File: config.mk
export PLATFORM = sky130hd
export DESIGN_NAME = fetch_stage_flat
export DESIGN_NICKNAME = d
export VERILOG_FILES = /design/src/rtl/rv32i_pkg.sv /design/src/rtl/fetch_stage_if.sv /design/src/rtl/fetch_fifo.sv /design/src/rtl/fetch_stage.sv /design/src/flat_wrapper.sv
export SDC_FILE = /design/constraint.sdc
export NUM_CORES = 1
export LEC_CHECK = 0
export ABC_AREA = 1
export CORE_MARGIN = 1.5
export CORE_UTILIZATION = 60
export DETAILED_ROUTE_END_ITERATION = 8
export DONT_BUFFER_PORTS = 1
export PLACE_DENSITY = 0.76
export SYNTH_ARGS = -nofsm -noshare
export SYNTH_HDL_FRONTEND = slang
export SYNTH_SLANG_ARGS = --single-unit
File: constraint.sdc
create_clock -name clk -period 2.22 [get_ports clk]
set_input_delay 0.222 -clock clk [delete_from_list [all_inputs] [get_ports clk]]
set_output_delay 0.222 -clock clk [all_outputs]
set_load 0.05 [all_outputs]
File: src/rtl/rv32i_pkg.sv
// Shared definitions for the RV32I front end.
//   ERR_INSTR        : word that instruction memory returns for a bad fetch
//   DEFAULT_RESET_PC : default boot offset from the instruction-memory base
//   fetch_state_t    : fetch controller state
//   align_word()     : clears the byte-offset bits of an address
package rv32i_pkg;

    localparam logic [31:0] ERR_INSTR        = 32'hDEADBEEF;
    localparam logic [31:0] DEFAULT_RESET_PC = 32'h0000_0000;

    typedef enum logic {
        RUN   = 1'b0,
        FAULT = 1'b1
    } fetch_state_t;

    function automatic logic [31:0] align_word(input logic [31:0] addr);
        return {addr[31:2], 2'b00};
    endfunction

endpackage

File: src/rtl/fetch_stage_if.sv
// Fetch-to-decode handshake.
//   valid_o    : head of the instruction queue is valid
//   ready_i    : decode accepts the head this cycle
//   instr_o    : head instruction word
//   instr_pc_o : PC of the head instruction
// master = fetch side, slave = decode side.
interface fetch_stage_if;

    logic        valid_o;
    logic        ready_i;
    logic [31:0] instr_o;
    logic [31:0] instr_pc_o;

    modport master (
        output valid_o,
        output instr_o,
        output instr_pc_o,
        input  ready_i
    );

    modport slave (
        input  valid_o,
        input  instr_o,
        input  instr_pc_o,
        output ready_i
    );

endinterface

File: src/rtl/fetch_fifo.sv
// Circular instruction queue holding {pc, instr} entries.
//   clk, rst_n : clock, asynchronous active-low reset
//   flush      : empties the queue; overrides push and pop
//   push       : write push_data (accepted when not full, or when full with pop)
//   pop        : drop the head entry (ignored when empty)
//   count      : number of valid entries
//   head_data  : registered head entry (zero after reset)
module fetch_fifo #(
    parameter  int DEPTH = 2,
    parameter  int WIDTH = 64,
    localparam int PW    = (DEPTH > 1) ? $clog2(DEPTH) : 1,
    localparam int CW    = $clog2(DEPTH + 1)
) (
    input  logic             clk,
    input  logic             rst_n,
    input  logic             flush,
    input  logic             push,
    input  logic             pop,
    input  logic [WIDTH-1:0] push_data,
    output logic [CW-1:0]    count,
    output logic [WIDTH-1:0] head_data
);

    logic [WIDTH-1:0] mem [DEPTH];
    logic [PW-1:0]    rd_ptr;
    logic [PW-1:0]    wr_ptr;
    logic             pop_ok;
    logic             push_ok;

    // DEPTH need not be a power of two, so pointers wrap explicitly.
    function automatic logic [PW-1:0] next_ptr(input logic [PW-1:0] p);
        return (p == PW'(DEPTH - 1)) ? '0 : p + 1'b1;
    endfunction

    assign pop_ok    = pop && (count != '0);
    assign push_ok   = push && ((count < CW'(DEPTH)) || pop_ok);
    assign head_data = mem[rd_ptr];

    always_ff @(posedge clk or negedge rst_n) begin
        if (!rst_n) begin
            rd_ptr <= '0;
            wr_ptr <= '0;
            count  <= '0;
            for (int i = 0; i < DEPTH; i++) begin
                mem[i] <= '0;
            end
        end else if (flush) begin
            rd_ptr <= '0;
            wr_ptr <= '0;
            count  <= '0;
        end else begin
            // When full, wr_ptr == rd_ptr: overwriting the slot being popped is safe.
            if (push_ok) begin
                mem[wr_ptr] <= push_data;
                wr_ptr      <= next_ptr(wr_ptr);
            end
            if (pop_ok) begin
                rd_ptr <= next_ptr(rd_ptr);
            end
            case ({push_ok, pop_ok})
                2'b10:   count <= count + CW'(1);
                2'b01:   count <= count - CW'(1);
                default: count <= count;
            endcase
        end
    end

endmodule

File: src/rtl/fetch_stage.sv
// Instruction fetch: PC register, RUN/FAULT controller and instruction queue.
//   clk, rst_n    : clock, asynchronous active-low reset
//   pc_o          : fetch address (base-relative) to instruction memory
//   instr_i       : word returned combinationally for pc_o
//   redirect_i    : flush queue and restart fetch at redirect_pc_i
//   redirect_pc_i : restart address; a misaligned one faults
//   fault_o       : fetch halted on error word or misaligned redirect
//   deq           : queue head handshake toward decode
//
// state | meaning
// RUN   | fetching one word per cycle while the queue has room
// FAULT | fetch halted; queue drains; leave only via aligned redirect
module fetch_stage
    import rv32i_pkg::*;
#(
    parameter int          DEPTH    = 2,
    parameter logic [31:0] RESET_PC = DEFAULT_RESET_PC
) (
    input  logic          clk,
    input  logic          rst_n,
    output logic [31:0]   pc_o,
    input  logic [31:0]   instr_i,
    input  logic          redirect_i,
    input  logic [31:0]   redirect_pc_i,
    output logic          fault_o,
    fetch_stage_if.master deq
);

    localparam int CW = $clog2(DEPTH + 1);

    fetch_state_t  state, state_next;
    logic [31:0]   pc_next;
    logic          push;
    logic          pop;
    logic          valid;
    logic [CW-1:0] count;
    logic [63:0]   head_data;

    assign valid       = (count != '0);
    assign deq.valid_o = valid;
    assign {deq.instr_pc_o, deq.instr_o} = head_data;
    assign fault_o     = (state == FAULT);

    always_ff @(posedge clk or negedge rst_n) begin
        if (!rst_n) begin
            state <= RUN;
            pc_o  <= RESET_PC;
        end else begin
            state <= state_next;
            pc_o  <= pc_next;
        end
    end

    always_comb begin
        state_next = state;
        pc_next    = pc_o;
        push       = 1'b0;
        pop        = valid && deq.ready_i && !redirect_i;
        if (redirect_i) begin
            pc_next    = align_word(redirect_pc_i);
            state_next = (redirect_pc_i[1:0] != 2'b00) ? FAULT : RUN;
        end else if (state == RUN && ((count < CW'(DEPTH)) || pop)) begin
            // The error word is never queued; the PC stays on it.
            if (instr_i == ERR_INSTR) begin
                state_next = FAULT;
            end else begin
                push    = 1'b1;
                pc_next = pc_o + 32'd4;
            end
        end
    end

    fetch_fifo #(
        .DEPTH (DEPTH),
        .WIDTH (64)
    ) u_fifo (
        .clk       (clk),
        .rst_n     (rst_n),
        .flush     (redirect_i),
        .push      (push),
        .pop       (pop),
        .push_data ({pc_o, instr_i}),
        .count     (count),
        .head_data (head_data)
    );

endmodule

File: src/flat_wrapper.sv
// flat-port wrapper written by rule: the top's interface ports become plain ports
module fetch_stage_flat import rv32i_pkg::*;
#(
    parameter int          DEPTH    = 2,
    parameter logic [31:0] RESET_PC = DEFAULT_RESET_PC
)
  (clk, rst_n, pc_o, instr_i, redirect_i, redirect_pc_i, fault_o, deq_valid_o, deq_instr_o, deq_instr_pc_o, deq_ready_i);
  fetch_stage_if deq_i ();
  input  logic clk;
  input  logic rst_n;
  output logic [31:0] pc_o;
  input  logic [31:0] instr_i;
  input  logic redirect_i;
  input  logic [31:0] redirect_pc_i;
  output logic fault_o;
  output wire logic [$bits(deq_i.valid_o)-1:0] deq_valid_o;
  output wire logic [$bits(deq_i.instr_o)-1:0] deq_instr_o;
  output wire logic [$bits(deq_i.instr_pc_o)-1:0] deq_instr_pc_o;
  input wire logic [$bits(deq_i.ready_i)-1:0] deq_ready_i;
  assign deq_valid_o = deq_i.valid_o;
  assign deq_instr_o = deq_i.instr_o;
  assign deq_instr_pc_o = deq_i.instr_pc_o;
  assign deq_i.ready_i = deq_ready_i;
  fetch_stage #(.DEPTH(DEPTH), .RESET_PC(RESET_PC)) u_core (.clk(clk), .rst_n(rst_n), .pc_o(pc_o), .instr_i(instr_i), .redirect_i(redirect_i), .redirect_pc_i(redirect_pc_i), .fault_o(fault_o), .deq(deq_i));
endmodule
Word level (Yosys, flattened, before mapping)
Index checks and enable logic that the tools add are counted.
{ "word_totals": {"regBits": 165, "latchBits": 0, "ram_bits": 0, "rom_bits": 0, "in_bits": 68, "out_inout_bits": 98, "word_cells": 67, "n_memories": 0} }
{ "classes": {"n_addsub": 5, "mul": 0, "n_div": 0, "n_lt_le_gt_ge": 4, "n_eq_ne": 4, "shift": 0, "n_mux": 24, "bitwise": 4, "reduce_logical": 19} }
{ "op_table": {"columns": ["op", "count"], "rows": [
  ["64-bit two-way mux", 4],
  ["128-bit bitwise mux", 1],
  ["32-bit two-way mux", 3],
  ["64-bit demux with 1-bit select", 1],
  ["32-bit by 3-bit adder with 32-bit output (second input constant)", 1],
  ["32-bit == test (second input constant)", 1],
  ["1-bit two-way mux", 13],
  ["2-bit nonzero test", 6],
  ["1-bit logical AND", 6],
  ["2-bit AND reduction", 3],
  ["2-bit greater-or-equal comparator (second input constant)", 2],
  ["1-bit NOT with 2-bit output", 2],
  ["2-bit case mux with 2 select lines", 1],
  ["3-bit nonzero test", 1],
  ["1-bit adder (second input constant)", 2],
  ["2-bit by 1-bit adder with 2-bit output (second input constant)", 1],
  ["2-bit by 1-bit == test with 1-bit output (second input constant)", 1],
  ["2-bit == test (second input constant)", 1],
  ["1-bit logical OR", 2],
  ["2-bit by 1-bit < comparator with 1-bit output (second input constant)", 1],
  ["2-bit < comparator (second input constant)", 1],
  ["2-bit two-way mux", 1],
  ["2-bit != test (second input constant)", 1],
  ["1-bit NOT", 2],
  ["other kinds (2)", 2]
]} }

Logic depth before layout (Yosys ltp)
{ "depth": {"ltp_word": 11, "ltp_mapped": 12, "ltp_nobuf": 11} }

Hierarchy
Synthesis repeated with hierarchy kept, for this count alone.
{ "hier_totals": {"hier_cells": 1147, "area_unflattened_um2": 8538.2} }
{ "modules_own_cells": {"columns": ["module", "n_inst", "cells_per_inst", "area_per_inst_um2", "seq_area_each_um2"], "rows": [
  ["fetch_fifo", 1, 718, 5962.0, 3303.2],
  ["fetch_stage", 1, 429, 2576.2, 775.7]
]} }

Worst setup path after synthesis
OpenSTA, ideal clock, no wires.
{ "synth_timing": {"path_kind": "register to output", "startpoint": "register u_core.u_fifo.rd_ptr", "endpoint": "output port deq_instr_pc_o[30]", "t_arrival_ns": 1.977, "t_required_ns": 1.998, "slack_ns": 0.021, "stages_incl_launch_ff": 5, "path_buffers": 2, "path_cell_list": "dfrtp_1 > clkinv_1 > clkbuf_1 > clkbuf_1 > o21ai_0"} }
{ "synth_between": {"elab_chain_len": 4} }
{ "synth_rtl": {"columns": ["item", "line", "rtl"], "rows": [
  ["start, declared", "fetch_fifo.sv:25", "logic [PW-1:0] rd_ptr;"],
  ["start signal, assigned", "fetch_fifo.sv:58", "rd_ptr <= next_ptr(rd_ptr);"],
  ["1-bit NOT with 2-bit output (implied by the code)", "fetch_fifo.sv:37", "assign head_data = mem[rd_ptr];"],
  ["64-bit two-way mux (implied by the code) (3 in series)", "fetch_fifo.sv:37", null],
  ["end, declared", "flat_wrapper.sv:18", "output wire logic [$bits(deq_i.instr_pc_o)-1:0] deq_instr_pc_o;"]
]} }
No other way between the ends. The select of a mux whose other input is x is not followed.

Worst setup path after layout
{ "layout_timing": {"startpoint": "register u_core.u_fifo.rd_ptr", "endpoint": "output port deq_instr_o[3]"} }
{ "layout_between": {"elab_chain_len": 4} }
{ "layout_rtl": {"columns": ["item", "line", "rtl"], "rows": [
  ["1-bit NOT with 2-bit output (implied by the code)", "fetch_fifo.sv:37", null],
  ["64-bit two-way mux (implied by the code) (3 in series)", "fetch_fifo.sv:37", null],
  ["end, declared", "flat_wrapper.sv:17", "output wire logic [$bits(deq_i.instr_o)-1:0] deq_instr_o;"]
]} }
No other way between the ends. The select of a mux whose other input is x is not followed.

==> reports/qor.csv <==
metric;value;unit
status;finished, violations left;
violations;negative hold slack;
nets;1274;
fin_cells;1397;
synth.area.top_cells;dfrtp_1 47%, nand2_1 15%, o21ai_0 6.6%;
num_vias;7613;
setup_viol;0;
slew_headroom;0.598;
postSynthCellCount;1086;
antenna_found_initial;0;
synth_top_cells_by_count;345 x nand2_1, 159 x dfrtp_1, 111 x o21ai_0;
cts_tree;done;
die_h;121;um
p_total;15.6;mW
vdd_drop_max;849;uV
grt_pass1_wl;36400;um
row_count;43;
worstMarginPinSlew;600;ps
holdWs;-513;ps
num-fill-cells;1081;
drt_wl_total;22100;um
io_pins;166;
synth.most_common_cell;nand2_1;
synth.top_cell.area_share;0.473;
critical_path_class;reg -> out;
hp-class;in -> async;
seq_area_frac_synth;0.473;
core_region_area;0.0138;mm^2
synth.avg_cell_area;7.75;um^2
ys_types;33;
leakage;5.04;nW
min_period_over_period;0.938;
worst_ep_required_time;2000;ps
initial_utilization;0.611;
finalClockSkew;9.67;ps
synth-async-reset-ratio;1.00;
via_per_inst;5.45;
yosysTopAreaCell;dfrtp_1;
cts_setup_buffers;0;
setup_ws;137;ps
dp_hpwl;14400;um
ys_warn_count;0;
slew_viol_final;0;
dp.cells;1320;
gr-usage-all-layers;0.317;
finalHoldViolCount;159;
cts_buffers;17;
finalCriticalPeriod;2080;ps
synth_flop_cell;dfrtp_1;
drive_above_1_share;0.212;
reg2regPathDepth;10;
max_freq;0.480;GHz
wl_per_cell;15.8;um
root_buffer;clkbuf_16;
drc_errors;0;
grt.overflow.total;0;
cts_max_level;4;
p_per_area;1520;mW/mm^2
grt_util_met1;0.410;
placed_area;0.00921;mm^2
clock_path_buffers;2;
use_met2;0.515;
grt_util_met3;0.0719;
design_area;0.0103;mm^2
yosys_register_bits;159;
cts.clk_slew.worst_paths;60;ps
finish.utilization;0.745;
die_area;0.0148;mm^2
port_buffers;0;
insertion_delay;430;ps
cp_max_fo;44;
antenna_cells;0;
cp-start-kind;flip-flop;
initialDrtViolationCount;556;
cts_sinks;159;
dpl_worst_slack;264;ps
ant_nets;0;
synth_area;0.00842;mm^2
synth_edf_count;0;
cap_violations;0;
grt_pass1_vias;7449;
hold_buffers;46;
syn_to_final_growth;21.9;%
crit_path_end_kind;output port;
dr.pass1.iters;6;
die_w;121;um
finalSetupTns;0;ps
grt_max_degree;160;
gp_congestion;1.00;
critical_path_arrival;1860;ps
rsz0062_at_grt;false;
grt_most_used_layer;met2;
## placed cells by master, fill, tap and decap left out, types with 4 or more instances in the layout
cell | Yosys | layout
nand2_1 | 345 | 344
dfrtp_1 | 159 | 159
inv_1 | 110 | 110
buf_4 | 5 | 105
nand3_1 | 87 | 87
o21ai_1 | 15 | 77
nor2_1 | 60 | 60
o21ai_2 | 59 | 59
o21ai_0 | 111 | 49
dlygate4sd3_1 | 0 | 46
nand2_2 | 38 | 39
clkbuf_16 | 0 | 17
or2_2 | 11 | 11
xor2_1 | 7 | 7
clkinv_2 | 0 | 6
buf_12 | 1 | 5
a31oi_1 | 4 | 4
conb_1 | 1 | 4
## per-layer routing
metal	vias to the layer above	part of all wire
met5	-	0
met2	324	0.48
li1	3658	-
met4	0	0.030
met1	3574	0.41
met3	57	0.080
## sequential cells by signal, indices dropped and copies added (netlist names)
register              flops
u_core.u_fifo.mem       124
u_core.pc_o              30
u_core.u_fifo.count       2
u_core.fault_o            1
u_core.u_fifo.rd_ptr      1
u_core.u_fifo.wr_ptr      1
## critical path, stage by stage (launching register included)
cell     delay [ps]
dfrtp_1         390
inv_4           360
buf_4           270
nand2_1          70
o21ai_1         110
buf_4           230
## kinds of logic after synthesis
kind of cell,share of synthesized area
and+or+nand+nor,0.281
DFF,0.473
buffers and inverters,0.0913
adders and majority gates,0.00149
AOI/OAI and AO/OA,0.145
other,0.000445
xor gates and xnor gates,0.00832
## repair_timing
item / in CTS / in global routing
resized for setup: 0 / 1
endpoints found under the hold margin: 235 / 159
endpoints found under the setup margin: 0 / 29
## report_power, final
part | switching (mW) | total [mW] | internal [mW]
logic | 5.47 | 7.88 | 2.41
registers | 0.651 | 4.81 | 4.16
clock network | 1.16 | 2.94 | 1.78
total | 7.28 | 15.6 | 8.34
## worst paths after layout
path | startpoint | to | slack (ps)
worst min-delay path | rst_n | u_core.u_fifo.mem[28] | -510
worst max-delay path | u_core.u_fifo.rd_ptr | deq_instr_o[3] | 140
max in group asynchronous | rst_n | u_core.u_fifo.mem[39] | 2550
worst max register to register | u_core.pc_o[3] | u_core.pc_o[12] | 210
worst min register to register | u_core.u_fifo.mem[67] | u_core.u_fifo.mem[67] | 480
min in group clk | redirect_pc_i[28] | u_core.pc_o[28] | 30
## area by class of cell
| cell class | count | area [um^2] | share of cell area |
|---|---|---|---|
| clock buffer | 19 | 443 | 0.0432 |
| sequential | 159 | 3980 | 0.388 |
| inverter | 113 | 427 | 0.0416 |
| clock inverter | 12 | 144 | 0.0140 |
| tap | 180 | 225 | 0.0220 |
| timing repair buffer | 156 | 1350 | 0.131 |
| multi-input combinational | 758 | 3690 | 0.360 |
Note: power is estimated with default switching activity, not from simulation.
